## config.mk

```make
export PLATFORM = sky130hd
export DESIGN_NAME = serial_alu_sequencer
export DESIGN_NICKNAME = d
export VERILOG_FILES = /design/src/rtl/serial_alu_sequencer_pkg.sv /design/src/rtl/serial_alu_sequencer_slice.sv /design/src/rtl/serial_alu_sequencer.sv
export SDC_FILE = /design/constraint.sdc
export NUM_CORES = 1
export LEC_CHECK = 0
export ABC_AREA = 1
export BUFFER_PORTS_ARGS = -buffer_cell sky130_fd_sc_hd__buf_4
export CORE_MARGIN = 5
export CORE_UTILIZATION = 56
export DETAILED_ROUTE_END_ITERATION = 6
export PLACE_DENSITY_LB_ADDON = 0.1
export SYNTH_ARGS = -nofsm -noshare
export SYNTH_HDL_FRONTEND = slang
export SYNTH_SLANG_ARGS = --single-unit
export TNS_END_PERCENT = 1
```

## constraint.sdc

```tcl
create_clock -name clk -period 2.9 [get_ports clk]
set_clock_uncertainty 0.1 [all_clocks]
set_input_delay 0.145 -clock clk [delete_from_list [all_inputs] [get_ports clk]]
set_output_delay 0.145 -clock clk [all_outputs]
set_load 0.03 [all_outputs]
```

## src/rtl/serial_alu_sequencer_pkg.sv

```systemverilog
// Shared ALU definitions: alu_ctl codes, sequencer state encoding and the
// alu_ctl -> 1-bit slice control decode used by the sequencer and ALU control.
package serial_alu_sequencer_pkg;

  localparam logic [3:0] ALU_AND = 4'b0000;
  localparam logic [3:0] ALU_OR  = 4'b0001;
  localparam logic [3:0] ALU_ADD = 4'b0010;
  localparam logic [3:0] ALU_SUB = 4'b0110;
  localparam logic [3:0] ALU_NOR = 4'b1100;
  localparam logic [3:0] ALU_SLT = 4'b0111;

  localparam logic [1:0] OP_AND = 2'd0;
  localparam logic [1:0] OP_OR  = 2'd1;
  localparam logic [1:0] OP_ADD = 2'd2;

  typedef enum logic [1:0] {
    ST_IDLE = 2'd0,
    ST_RUN  = 2'd1,
    ST_DONE = 2'd2
  } state_t;

  typedef struct packed {
    logic       arith;
    logic       slt;
    logic       ainvert;
    logic       binvert;
    logic       carryin;
    logic [1:0] op;
  } slice_ctl_t;

  function automatic logic legal_code(input logic [3:0] code);
    logic ok;
    ok = 1'b0;
    case (code)
      ALU_AND, ALU_OR, ALU_ADD, ALU_SUB, ALU_NOR, ALU_SLT: ok = 1'b1;
      default: ok = 1'b0;
    endcase
    return ok;
  endfunction

  function automatic slice_ctl_t decode_ctl(input logic [3:0] code);
    slice_ctl_t c;
    c = '0;
    case (code)
      ALU_AND: c.op = OP_AND;
      ALU_OR:  c.op = OP_OR;
      ALU_ADD: begin
        c.op    = OP_ADD;
        c.arith = 1'b1;
      end
      ALU_SUB: begin
        c.binvert = 1'b1;
        c.carryin = 1'b1;
        c.op      = OP_ADD;
        c.arith   = 1'b1;
      end
      ALU_NOR: begin
        c.ainvert = 1'b1;
        c.binvert = 1'b1;
        c.op      = OP_AND;
      end
      ALU_SLT: begin
        c.binvert = 1'b1;
        c.carryin = 1'b1;
        c.op      = OP_ADD;
        c.arith   = 1'b1;
        c.slt     = 1'b1;
      end
      default: c = '0;
    endcase
    return c;
  endfunction

endpackage

```

## src/rtl/serial_alu_sequencer_slice.sv

```systemverilog
// 1-bit ALU slice: optional operand inversion, then AND / OR / full-add.
module my1BitALUv2
  import serial_alu_sequencer_pkg::*;
(
  input  logic       a,
  input  logic       b,
  input  logic       ainvert,
  input  logic       binvert,
  input  logic       carryin,
  input  logic [1:0] op,
  output logic       result,
  output logic       carryout
);

  logic aa, bb;

  assign aa       = a ^ ainvert;
  assign bb       = b ^ binvert;
  assign carryout = (aa & bb) | (aa & carryin) | (bb & carryin);

  always_comb begin
    result = aa ^ bb ^ carryin;
    case (op)
      OP_AND:  result = aa & bb;
      OP_OR:   result = aa | bb;
      default: result = aa ^ bb ^ carryin;
    endcase
  end

endmodule

```

## src/rtl/serial_alu_sequencer.sv

```systemverilog
// Bit-serial ALU sequencer: one 1-bit slice walks the operands LSB-first,
// one bit per clock, and publishes result and flags on completion.
//   state   | meaning
//   ST_IDLE | waiting for start; result and flags hold
//   ST_RUN  | one operand bit per cycle through the slice
//   ST_DONE | result valid, done high for this cycle only
module serial_alu_sequencer
  import serial_alu_sequencer_pkg::*;
#(
  parameter int WIDTH = 32
) (
  input  logic             clk,
  input  logic             rst_n,
  input  logic             start,
  input  logic [WIDTH-1:0] a,
  input  logic [WIDTH-1:0] b,
  input  logic [3:0]       alu_ctl,
  output logic             busy,
  output logic             done,
  output logic [WIDTH-1:0] result,
  output logic             zero,
  output logic             carry_out,
  output logic             overflow,
  output logic             illegal
);

  localparam int CW = $clog2(WIDTH) + 1;
  localparam int IW = $clog2(WIDTH);

  state_t           state, state_nxt;
  slice_ctl_t       dec, ctl;
  logic             dec_legal;
  logic [WIDTH-1:0] op_a, op_b;
  logic [WIDTH-2:0] acc;
  logic [CW-1:0]    cnt;
  logic [IW-1:0]    idx;
  logic             carry, slice_cin, slice_res, slice_cout, last_bit, ovf_raw;
  logic [WIDTH-1:0] shifted, final_res;

  assign dec       = decode_ctl(alu_ctl);
  assign dec_legal = legal_code(alu_ctl);
  assign idx       = cnt[IW-1:0];
  assign last_bit  = (cnt == CW'(WIDTH - 1));
  assign slice_cin = (cnt == '0) ? ctl.carryin : carry;

  my1BitALUv2 u_slice (
    .a        (op_a[idx]),
    .b        (op_b[idx]),
    .ainvert  (ctl.ainvert),
    .binvert  (ctl.binvert),
    .carryin  (slice_cin),
    .op       (ctl.op),
    .result   (slice_res),
    .carryout (slice_cout)
  );

  // On the last bit, slice_cin is the carry into the MSB.
  assign ovf_raw   = slice_cin ^ slice_cout;
  assign shifted   = {slice_res, acc};
  assign final_res = ctl.slt ? {{(WIDTH-1){1'b0}}, slice_res ^ ovf_raw} : shifted;

  always_ff @(posedge clk or negedge rst_n) begin
    if (!rst_n) state <= ST_IDLE;
    else        state <= state_nxt;
  end

  always_comb begin
    state_nxt = state;
    case (state)
      ST_IDLE: if (start) state_nxt = dec_legal ? ST_RUN : ST_DONE;
      ST_RUN:  if (last_bit) state_nxt = ST_DONE;
      ST_DONE: state_nxt = ST_IDLE;
      default: state_nxt = ST_IDLE;
    endcase
  end

  assign busy = (state != ST_IDLE);
  assign done = (state == ST_DONE);

  always_ff @(posedge clk or negedge rst_n) begin
    if (!rst_n) begin
      op_a      <= '0;
      op_b      <= '0;
      ctl       <= '0;
      cnt       <= '0;
      carry     <= 1'b0;
      acc       <= '0;
      result    <= '0;
      zero      <= 1'b0;
      carry_out <= 1'b0;
      overflow  <= 1'b0;
      illegal   <= 1'b0;
    end else if (state == ST_IDLE && start) begin
      if (dec_legal) begin
        op_a <= a;
        op_b <= b;
        ctl  <= dec;
        cnt  <= '0;
      end else begin
        result    <= '0;
        zero      <= 1'b1;
        carry_out <= 1'b0;
        overflow  <= 1'b0;
        illegal   <= 1'b1;
      end
    end else if (state == ST_RUN) begin
      acc   <= shifted[WIDTH-1:1];
      carry <= slice_cout;
      cnt   <= cnt + CW'(1);
      if (last_bit) begin
        result    <= final_res;
        zero      <= (final_res == '0);
        carry_out <= ctl.arith & ~ctl.slt & slice_cout;
        overflow  <= ctl.arith & ~ctl.slt & ovf_raw;
        illegal   <= 1'b0;
      end
    end
  end

endmodule

```

==> flow_summary.json, run 1 <==
{
  "status": "completed",
  "ys_top_cells_by_area": "dfrtp_1 55%, nand2_1 14%, o21ai_0 7.6%",
  "synth.net_count": 876,
  "syn_inst": 802,
  "dpl.hpwl_mm": 10.6,
  "yosysUniqueCellTypes": 32,
  "post-route-period-util_pct": 92.3,
  "numClockSinks": 147,
  "ff_latch_area_mm2": 0.00368,
  "h-tree-depth": 4,
  "hold-path-cell-count": 6,
  "yosysWarnings": 0,
  "cts-root-buf": "clkbuf_16",
  "wl_per_cell_um": 15.2,
  "path_class": "reg -> reg",
  "min_period_ps": 2680,
  "worst_hold_slack_ps": 117,
  "fillers": 827,
  "synthDominantCellAreaShare_pct": 55.0,
  "setup_viol": 0,
  "synth_top_cell_by_area": "dfrtp_1",
  "coreArea_mm2": 0.0119,
  "gr-total-overflow": 0,
  "ir_drop_v": 0.000609,
  "cts.path.max_buffers": 2,
  "cp_max_fo": 5,
  "drtAntennaViolNets": 0,
  "synth_area_mm2": 0.00668,
  "tightest_slew_ps": 817,
  "fin_cells": 1137,
  "routed_via_density": 5.31,
  "critPathRequiredTime_ps": 3110,
  "drt_iter0_markers": 588,
  "die-area_mm2": 0.0142,
  "ys_seq_area_share_pct": 55.0,
  "synth_flop_cell": "dfrtp_1",
  "hold_path_class": "in -> reg",
  "most-common-layout-cells": "249 x nand2_1, 146 x dfrtp_1, 120 x buf_4, 107 x inv_1, 102 x o21ai_0",
  "grt_max_degree": 123,
  "grtUsageTotal_pct": 25.2,
  "areaGrowthSynthToFinish_pct": 34.6,
  "grt_use_met3_pct": 5.22,
  "r2r_cells": 19,
  "grt_use_met1_pct": 34.6,
  "first_pass_iters": 5,
  "row_count": 40,
  "grt_pass1_wl_mm": 29.0,
  "grtUsageMet2_pct": 39.6,
  "maxSlewHeadroom_pct": 45.6,
  "endpoint_kind": "flop",
  "place_congestion": 0.853,
  "io_buffers": 108,
  "rsz0062_at_grt": "true",
  "drive_gt1_share_pct": 18.1,
  "max_clock_freq_ghz": 0.374,
  "finalPower_w": 0.00831,
  "clk_latency_ps": 430,
  "grt_pass1_vias": 6030,
  "ios": 109,
  "leakagePower_nw": 4.48,
  "post-route-drc-count": 0,
  "start_util_pct": 56.4,
  "cts_tree": "built",
  "place_inst": 1033,
  "maxCapViolCount": 0,
  "maxSlewViolCount": 0,
  "fin_nets": 1051,
  "powerDensity_mw_per_mm2": 924,
  "synth_edf_count": 0,
  "antenna_found_initial": 0,
  "multi_input_area_mm2": 0.00239,
  "finalHoldViolations": 0,
  "synth_async_sr_flop_share_pct": 100,
  "ys_ff_latch": 147,
  "die_h_um": 119,
  "grt_busiest_layer": "met2",
  "cts_made_buffers": 17,
  "startpoint_type": "flop",
  "diodes": 0,
  "cts_setup_buffers": 0,
  "totalWireLength_mm": 17.3,
  "die_w_um": 119,
  "crit_arrival_ps": 2890,
  "cts.reportedPaths.clkPinSlew_ps": 60,
  "avgSynthCellArea_um2": 8.33,
  "vias": 6041,
  "mostFrequentLayoutCell": "nand2_1"
}
-- logic make-up (layout without fill, tap and decap cells) --
kind of cell               count (synthesis)  count (layout)  synth area share (%)
AOI/OAI and AO/OA                        148             148                  13.5
xor gates and xnor gates                   1               1                 0.131
adders and majority gates                  3               3                 0.562
buffers and inverters                    155             343                  9.64
DFF                                      147             147                  55.0
and+or+nand+nor                          348             348                  21.1
-- final cells by class --
| cell class | instances | area share [%] |
|---|---|---|
| flip-flops and latches | 147 | 40.9 |
| multi-input cells | 500 | 26.5 |
| repair buffers | 197 | 19.2 |
| clock buffers | 21 | 5.12 |
| inverters | 114 | 4.81 |
| well taps | 147 | 2.04 |
| clock inverters | 11 | 1.43 |
-- power breakdown --
group / internal [W] / switching (W) / leakage [nW]
clock: 0.00132 / 0.000860 / 0.284
sequential: 0.00267 / 0.000328 / 1.91
combinational: 0.00115 / 0.00198 / 2.28
total: 0.00514 / 0.00317 / 4.48
-- layer usage --
| metal | part of all wire (%) | vias to the layer above | wire (um) |
|---|---|---|---|
| met4 | 1.7 | 0 | 293 |
| met1 | 45 | 2895 | 7760 |
| met5 | 0 | - | 0 |
| met2 | 48 | 200 | 8290 |
| met3 | 5.5 | 32 | 959 |
| li1 | - | 2914 | - |
-- sequential cells by signal (all words and copies together) (netlist names), 2 cells and up --
signal,flops
op_a,32
acc,31
state,2
cnt,6
result,32
ctl,7
op_b,32
-- critical path, cell delays in order (launching register included) --
cell and delay [ps]:
dfrtp_1 400, inv_1 130, nor2_1 320, nand2_1 110, nand2_1 80, inv_1 50, nand2_1 60, nand2_1 80
nand2_1 70, nand2_1 60, nand2_2 70, inv_1 50, ha_1 320, xnor2_2 150, nand2_2 110, nand3_1 110
nand2_1 80, nand2_1 60, nand2_1 110, a21oi_2 40
-- cell usage after synthesis (2+ instances only) --
cell and count:
nand2_2 6, nand2_1 250, dfrtp_1 147, nand3b_1 2, buf_2 15, ha_1 3
a21oi_1 9, nor2_1 37, inv_1 108, nor3_1 3, clkbuf_1 20, a32o_1 26
or2_2 2, buf_6 5, a22o_1 2, o21ai_0 102, a41oi_1 3, nor4_1 2
nand4_1 5, nand3_1 40, inv_2 4
-- timing repair --
item,CTS,global route
hold buffers,71,0
gates resized for setup,0,7
endpoints found under the hold margin,156,0
endpoints found under the setup margin,0,4
-- per-stage QoR --
stage / setup TNS, ps / util (%) / instance area [um^2] / worst slack [ps]
floorplan: 0 / - / 6680 / 580
global placement: 0 / 64.4 / 7640 / 318
detailed placement: 0 / 64.4 / 7640 / 266
CTS: 0 / 75.4 / 8940 / 140
global route: -1.17 / 75.9 / 9000 / -1.17
finish: 0 / 75.9 / 9000 / 224
-- worst paths after layout --
check | startpoint | slack [ps] | to
max | cnt[3] | 220 | zero
min | start | 120 | illegal
max reg2reg | cnt[3] | 220 | zero
min reg2reg | op_b[0] | 390 | op_b[0]
max in group asynchronous | rst_n | 1560 | cnt[0]
min in group asynchronous | rst_n | 270 | op_a[31]
Note: power is estimated with default switching activity, not from simulation.
==> run 2: changes to the inputs <==
Settings changed: PLACE_DENSITY_LB_ADDON 0.1 to 0.2.
==> flow_summary.json, run 2 (synthesized netlist as in run 1, its figures left out) <==
{
  "grt_pass1_wl_mm": 29.2,
  "hold_path_class": "in -> reg",
  "grt_pass1_vias": 6072,
  "maxSlewViolCount": 0,
  "post-route-drc-count": 0,
  "top_regs": "op_a x32, op_b x32, result x32",
  "die_w_um": 119,
  "leakagePower_nw": 4.45,
  "place_congestion": 0.833,
  "grt_max_degree": 123,
  "status": "completed",
  "numClockSinks": 147,
  "maxCapViolCount": 0,
  "drive_gt1_share_pct": 17.1,
  "cts_made_buffers": 17,
  "fin_cells": 1129,
  "post-route-period-util_pct": 93.0,
  "min_period_ps": 2700,
  "diodes": 0,
  "cp_max_fo": 25,
  "final_core_util_pct": 75.2,
  "cts.reportedPaths.clkPinSlew_ps": 60,
  "routed_via_density": 5.32,
  "endpoint_kind": "flop",
  "ir_drop_v": 0.000544,
  "most-common-layout-cells": "250 x nand2_1, 146 x dfrtp_1, 117 x buf_4, 107 x inv_1, 102 x o21ai_0",
  "r2r_cells": 20,
  "start_util_pct": 56.4,
  "startpoint": "cnt[0]",
  "cts.path.max_buffers": 2,
  "tightest_slew_ps": 534,
  "critPathRequiredTime_ps": 3150,
  "place_inst": 1029,
  "h-tree-depth": 4,
  "totalWireLength_mm": 17.1,
  "startpoint_type": "flop",
  "coreArea_mm2": 0.0119,
  "max_clock_freq_ghz": 0.371,
  "gr-total-overflow": 0,
  "path_class": "reg -> reg",
  "die_h_um": 119,
  "cts_tree": "built",
  "drt_iter0_markers": 538,
  "worst_hold_slack_ps": 10.3,
  "fin_nets": 1045,
  "cts_setup_buffers": 0,
  "hold-path-cell-count": 4,
  "wl_per_cell_um": 15.1,
  "dpl.hpwl_mm": 10.6,
  "crit_slowest_cell": "dfrtp_2",
  "finalPower_w": 0.00832,
  "cts-root-buf": "clkbuf_16",
  "areaGrowthSynthToFinish_pct": 33.5,
  "row_count": 40,
  "fillers": 834,
  "powerDensity_mw_per_mm2": 932,
  "drtAntennaViolNets": 0,
  "hp-start": "alu_ctl[3]",
  "maxSlewHeadroom_pct": 64.4,
  "finalHoldViolations": 0,
  "die-area_mm2": 0.0142,
  "setup_viol": 0,
  "vias": 6007,
  "path_cells": "inv_4 -> nand2_1 -> nand3_1 -> nand2_1 -> nand2_1 -> nand2_1 -> nand2_1 -> nand2_1 -> inv_2 -> nand3b_1 -> nand2_2 -> inv_1 -> ha_1 -> xnor2_1 -> nand2_1 -> nand3_1 -> nand2_1 -> nand2_1 -> nand2_1 -> a21oi_2",
  "clk_latency_ps": 420,
  "cp_common_cell": "nand2_1",
  "crit_arrival_ps": 2950,
  "grtUsageTotal_pct": 25.3,
  "antenna_found_initial": 0,
  "rr_startpoint": "cnt[0]",
  "slowest_delay_ps": 470,
  "mostFrequentLayoutCell": "nand2_1",
  "ios": 109,
  "first_pass_iters": 5,
  "io_buffers": 108
}
run 2: cell types whose count changed in the layout (fill, tap and decap cells not counted), sizes merged:
cell | before | now
dlygate4sd3 | 71 | 70
clkinvlp | 2 | 0
bufinv | 2 | 3
buf | 125 | 121
inv | 114 | 113
clkbuf | 22 | 26
clkinv | 7 | 2
run 2: final cells by class:
class / count / area [um^2] / share of cell area [%]
flip-flops and latches: 147 / 3680 / 41.2
well taps: 147 / 184 / 2.06
clock inverters: 4 / 95.1 / 1.07
clock buffers: 26 / 509 / 5.71
multi-input cells: 500 / 2370 / 26.6
repair buffers: 191 / 1650 / 18.5
inverters: 114 / 433 / 4.85
run 2: critical path: cells and delay by family, from the launching register on:
kind | cells | cell delay (ps)
compound gates | 1 | 100
xor+xnor | 1 | 180
fa+ha+maj | 1 | 280
buf+inv | 3 | 350
flops | 1 | 470
simple gates | 14 | 1130
run 2: power breakdown:
group	internal (W)	switching (W)
clock	0.00146	0.000796
combinational	0.00108	0.00197
sequential	0.00267	0.000347
run 2: routing by layer:
metal  GRT usage [%]  up-vias  part of all wire (%)
met1            34.7     2886                    45
met5               0        -                     0
li1                -     2895                     -
met3            4.99       35                   5.2
met2            40.1      191                    48
met4            9.05        0                   2.5
run 2: path summary, 6_finish.rpt:
check | slack [ps] | end
max | 200 | zero
min | 10 | ctl[0]
max reg2reg | 200 | zero
min reg2reg | 380 | op_a[0]
max in group asynchronous | 1690 | result[23]
min in group asynchronous | 120 | op_a[28]
run 2: timing repair:
item	4_1_cts	5_1_grt
gates resized for setup	0	6
endpoints found under the setup margin	0	5
hold buffers	70	0
endpoints found under the hold margin	119	0
run 2: through the flow:
| step | instance area [um^2] | setup slack [ps] | TNS (ps) |
|---|---|---|---|
| 4_1_cts | 8910 | 189 | 0 |
| 6_report | 8920 | 204 | 0 |
| 3_5_place_dp | 7600 | 230 | 0 |
| 5_1_grt | 8920 | -0.325 | -0.325 |
| 3_3_place_gp | 7600 | 357 | 0 |
| 2_1_floorplan | 6680 | 580 | 0 |
==> run 3: changes to the inputs <==
Settings changed: SYNTH_HIERARCHICAL set to 1.
==> flow_summary.json, run 3 <==
{
  "status": "completed",
  "die_h_um": 119,
  "top_regs": "op_a x32, op_b x32, result x32",
  "synthDominantCellAreaShare_pct": 55.1,
  "hold_path_class": "in -> reg",
  "setup_tns_ps": 0,
  "ys_top_cells_by_area": "dfrtp_1 55%, nand2_1 18%, o21ai_0 6.7%",
  "synth_flop_cell": "dfrtp_1",
  "cts_tree": "built",
  "synth_area_mm2": 0.00668,
  "finalHoldViolations": 0,
  "fillers": 788,
  "crit_arrival_ps": 2860,
  "synth_top_cell_by_area": "dfrtp_1",
  "maxSlewHeadroom_pct": 52.0,
  "vias": 6110,
  "fin_cells": 1137,
  "ys_seq_area_share_pct": 55.1,
  "row_count": 39,
  "synth_async_sr_flop_share_pct": 100,
  "antenna_found_initial": 1,
  "endpoint_kind": "flop",
  "yosysWarnings": 6,
  "routed_via_density": 5.37,
  "slowest_delay_ps": 440,
  "critPathRequiredTime_ps": 3100,
  "gr-total-overflow": 0,
  "worst_hold_slack_ps": 15.2,
  "powerDensity_mw_per_mm2": 903,
  "cts_made_buffers": 17,
  "drtAntennaViolNets": 0,
  "drt_iter0_markers": 638,
  "ys_ff_latch": 147,
  "post-place-ws_ps": 233,
  "place_inst": 1029,
  "totalWireLength_mm": 17.0,
  "coreArea_mm2": 0.0116,
  "r2r_slack_ps": 250,
  "tightest_slew_ps": 719,
  "fin_nets": 1053,
  "cp_top_family": "simple AND/OR/NAND/NOR gates",
  "crit_slowest_cell": "dfrtp_2",
  "ir_drop_v": 0.000517,
  "drive_gt1_share_pct": 18.5,
  "synth_edf_count": 0,
  "maxCapViolCount": 0,
  "mostFrequentLayoutCell": "nand2_1",
  "max_clock_freq_ghz": 0.377,
  "critPathBufInv": 5,
  "most-common-layout-cells": "317 x nand2_1, 145 x dfrtp_1, 117 x buf_4, 82 x o21ai_0, 68 x dlygate4sd3_1",
  "cts-root-buf": "clkbuf_16",
  "areaGrowthSynthToFinish_pct": 34.4,
  "path_class": "reg -> reg",
  "synth.cells.most_frequent": "321 x nand2_1, 147 x dfrtp_1, 90 x o21ai_0",
  "rr_startpoint": "cnt[0]",
  "wl_per_cell_um": 15.0,
  "yosysMostFrequentCell": "nand2_1",
  "ios": 109,
  "leakagePower_nw": 4.47,
  "clk_latency_ps": 410,
  "cts.path.max_buffers": 2,
  "min_period_ps": 2650,
  "synth.net_count": 883,
  "numClockSinks": 147,
  "grt_max_degree": 68,
  "post-route-period-util_pct": 91.5,
  "hp-start": "alu_ctl[2]",
  "die_w_um": 119,
  "dpl.hpwl_mm": 10.6,
  "r2r_cells": 22,
  "start_util_pct": 57.8,
  "h-tree-depth": 4,
  "grt_pass1_vias": 6074,
  "hold_end": "ctl[2]",
  "path_cells": "clkinv_4 -> clkbuf_16 -> o21ai_0 -> o22ai_1 -> nand2_1 -> nand4_1 -> nand2_1 -> nand2_1 -> inv_1 -> nand2_1 -> nand2_1 -> nand2_2 -> nand2_1 -> nand2_1 -> nand2_1 -> nand2_1 -> buf_4 -> buf_4 -> nand3_1 -> nand3_1 -> nand2_1 -> nand2_1",
  "setup_viol": 0,
  "cts.reportedPaths.clkPinSlew_ps": 60,
  "startpoint_type": "flop",
  "maxSlewViolCount": 0,
  "reg2reg_to": "result[0]",
  "die-area_mm2": 0.0142,
  "io_buffers": 108,
  "hold-path-cell-count": 3,
  "first_pass_iters": 6,
  "cp_max_fo": 14,
  "grtUsageTotal_pct": 24.3,
  "place_congestion": 0.868,
  "fin_ws_ps": 247,
  "grt_pass1_wl_mm": 27.9,
  "avgSynthCellArea_um2": 8.25,
  "final_core_util_pct": 77.6,
  "syn_inst": 810,
  "post-route-drc-count": 0,
  "cp_common_cell": "nand2_1",
  "yosysUniqueCellTypes": 26
}
==> run 3: cell count changes in the layout (fill, tap and decap cells not counted), moves of 7 or more <==
cell	delta
nor2_1	+15
nand3_1	-27
o22ai_1	+16
nand4_1	+8
o31ai_2	+11
o21ai_0	-20
a32o_1	-26
inv_1	-49
nand2_1	+67
o31ai_1	+20
o21ai_1	+7
==> run 3: routing by layer <==
metal  GRT usage, %  vias up  share of wire (%)
li1               -     2944                  -
met1           29.4     2912                 41
met2           41.8      209                 51
met3           5.17       45                4.8
met4           10.6        0                3.0
met5              0        -                  0
==> run 3: area by class of cell <==
cell class                 count  area, um^2  share of cell area (%)
tap                          143         179                    1.99
timing repair inverter         1        7.51                  0.0836
clock buffer                  22         454                    5.06
antenna                        1        2.50                  0.0279
inverter                      62         241                    2.69
clock inverter                10         131                    1.46
timing repair buffer         194        1740                    19.3
sequential                   147        3680                    41.0
multi-input combinational    557        2550                    28.4
==> run 3: worst reg2reg max path, stage by stage, from the launching register on <==
cell	delay (ps)
dfrtp_2	440
clkinv_4	120
clkbuf_16	180
o21ai_0	160
o22ai_1	100
nand2_1	70
nand4_1	100
nand2_1	80
nand2_1	80
inv_1	50
nand2_1	40
nand2_1	110
nand2_2	90
nand2_1	70
nand2_1	50
nand2_1	70
nand2_1	80
buf_4	140
buf_4	120
nand3_1	70
nand3_1	100
nand2_1	100
nand2_1	50
==> run 3: worst max path at each step <==
stage,start,end,slack [ps],depth (start not counted)
floorplan,cnt[0],zero,440,22
global placement,cnt[0],zero,310,22
detailed placement,cnt[0],zero,230,22
CTS,cnt[1],zero,190,21
global route,cnt[0],result[0],-5,19
finish,cnt[0],result[0],250,22
==> run 3: cell families (layout without fill, tap and decap cells) <==
logic type | after synthesis | count (layout) | synth area share [%]
and+or+nand+nor | 407 | 407 | 24.0
AOI/OAI and AO/OA | 148 | 148 | 13.5
DFF | 147 | 147 | 55.1
buffers and inverters | 106 | 289 | 7.04
adders and majority gates | 2 | 2 | 0.375
other | 0 | 1 | 0
==> run 3: what timing repair did <==
item | 4_1_cts | 5_1_grt
setup endpoints to repair | 0 | 2
gates resized for setup | 0 | 23
hold buffers | 68 | 0
buffers inserted | 0 | 3
endpoints found under the hold margin | 127 | 0
==> run 3: power breakdown <==
group / switching [W] / total (W) / leakage (nW) / internal, W
Combinational: 0.00174 / 0.00287 / 2.24 / 0.00114
Sequential: 0.000429 / 0.00306 / 1.94 / 0.00263
Clock: 0.000807 / 0.00218 / 0.288 / 0.00137
==> run 3: per-stage QoR <==
stage | instance area [um^2] | total power, W
after floorplan | 6680 | 0.00479
after global placement | 7570 | 0.00539
after detailed placement | 7570 | 0.00551
after global routing | 8980 | 0.00865
final | 8980 | 0.00811
after CTS | 8830 | 0.00779
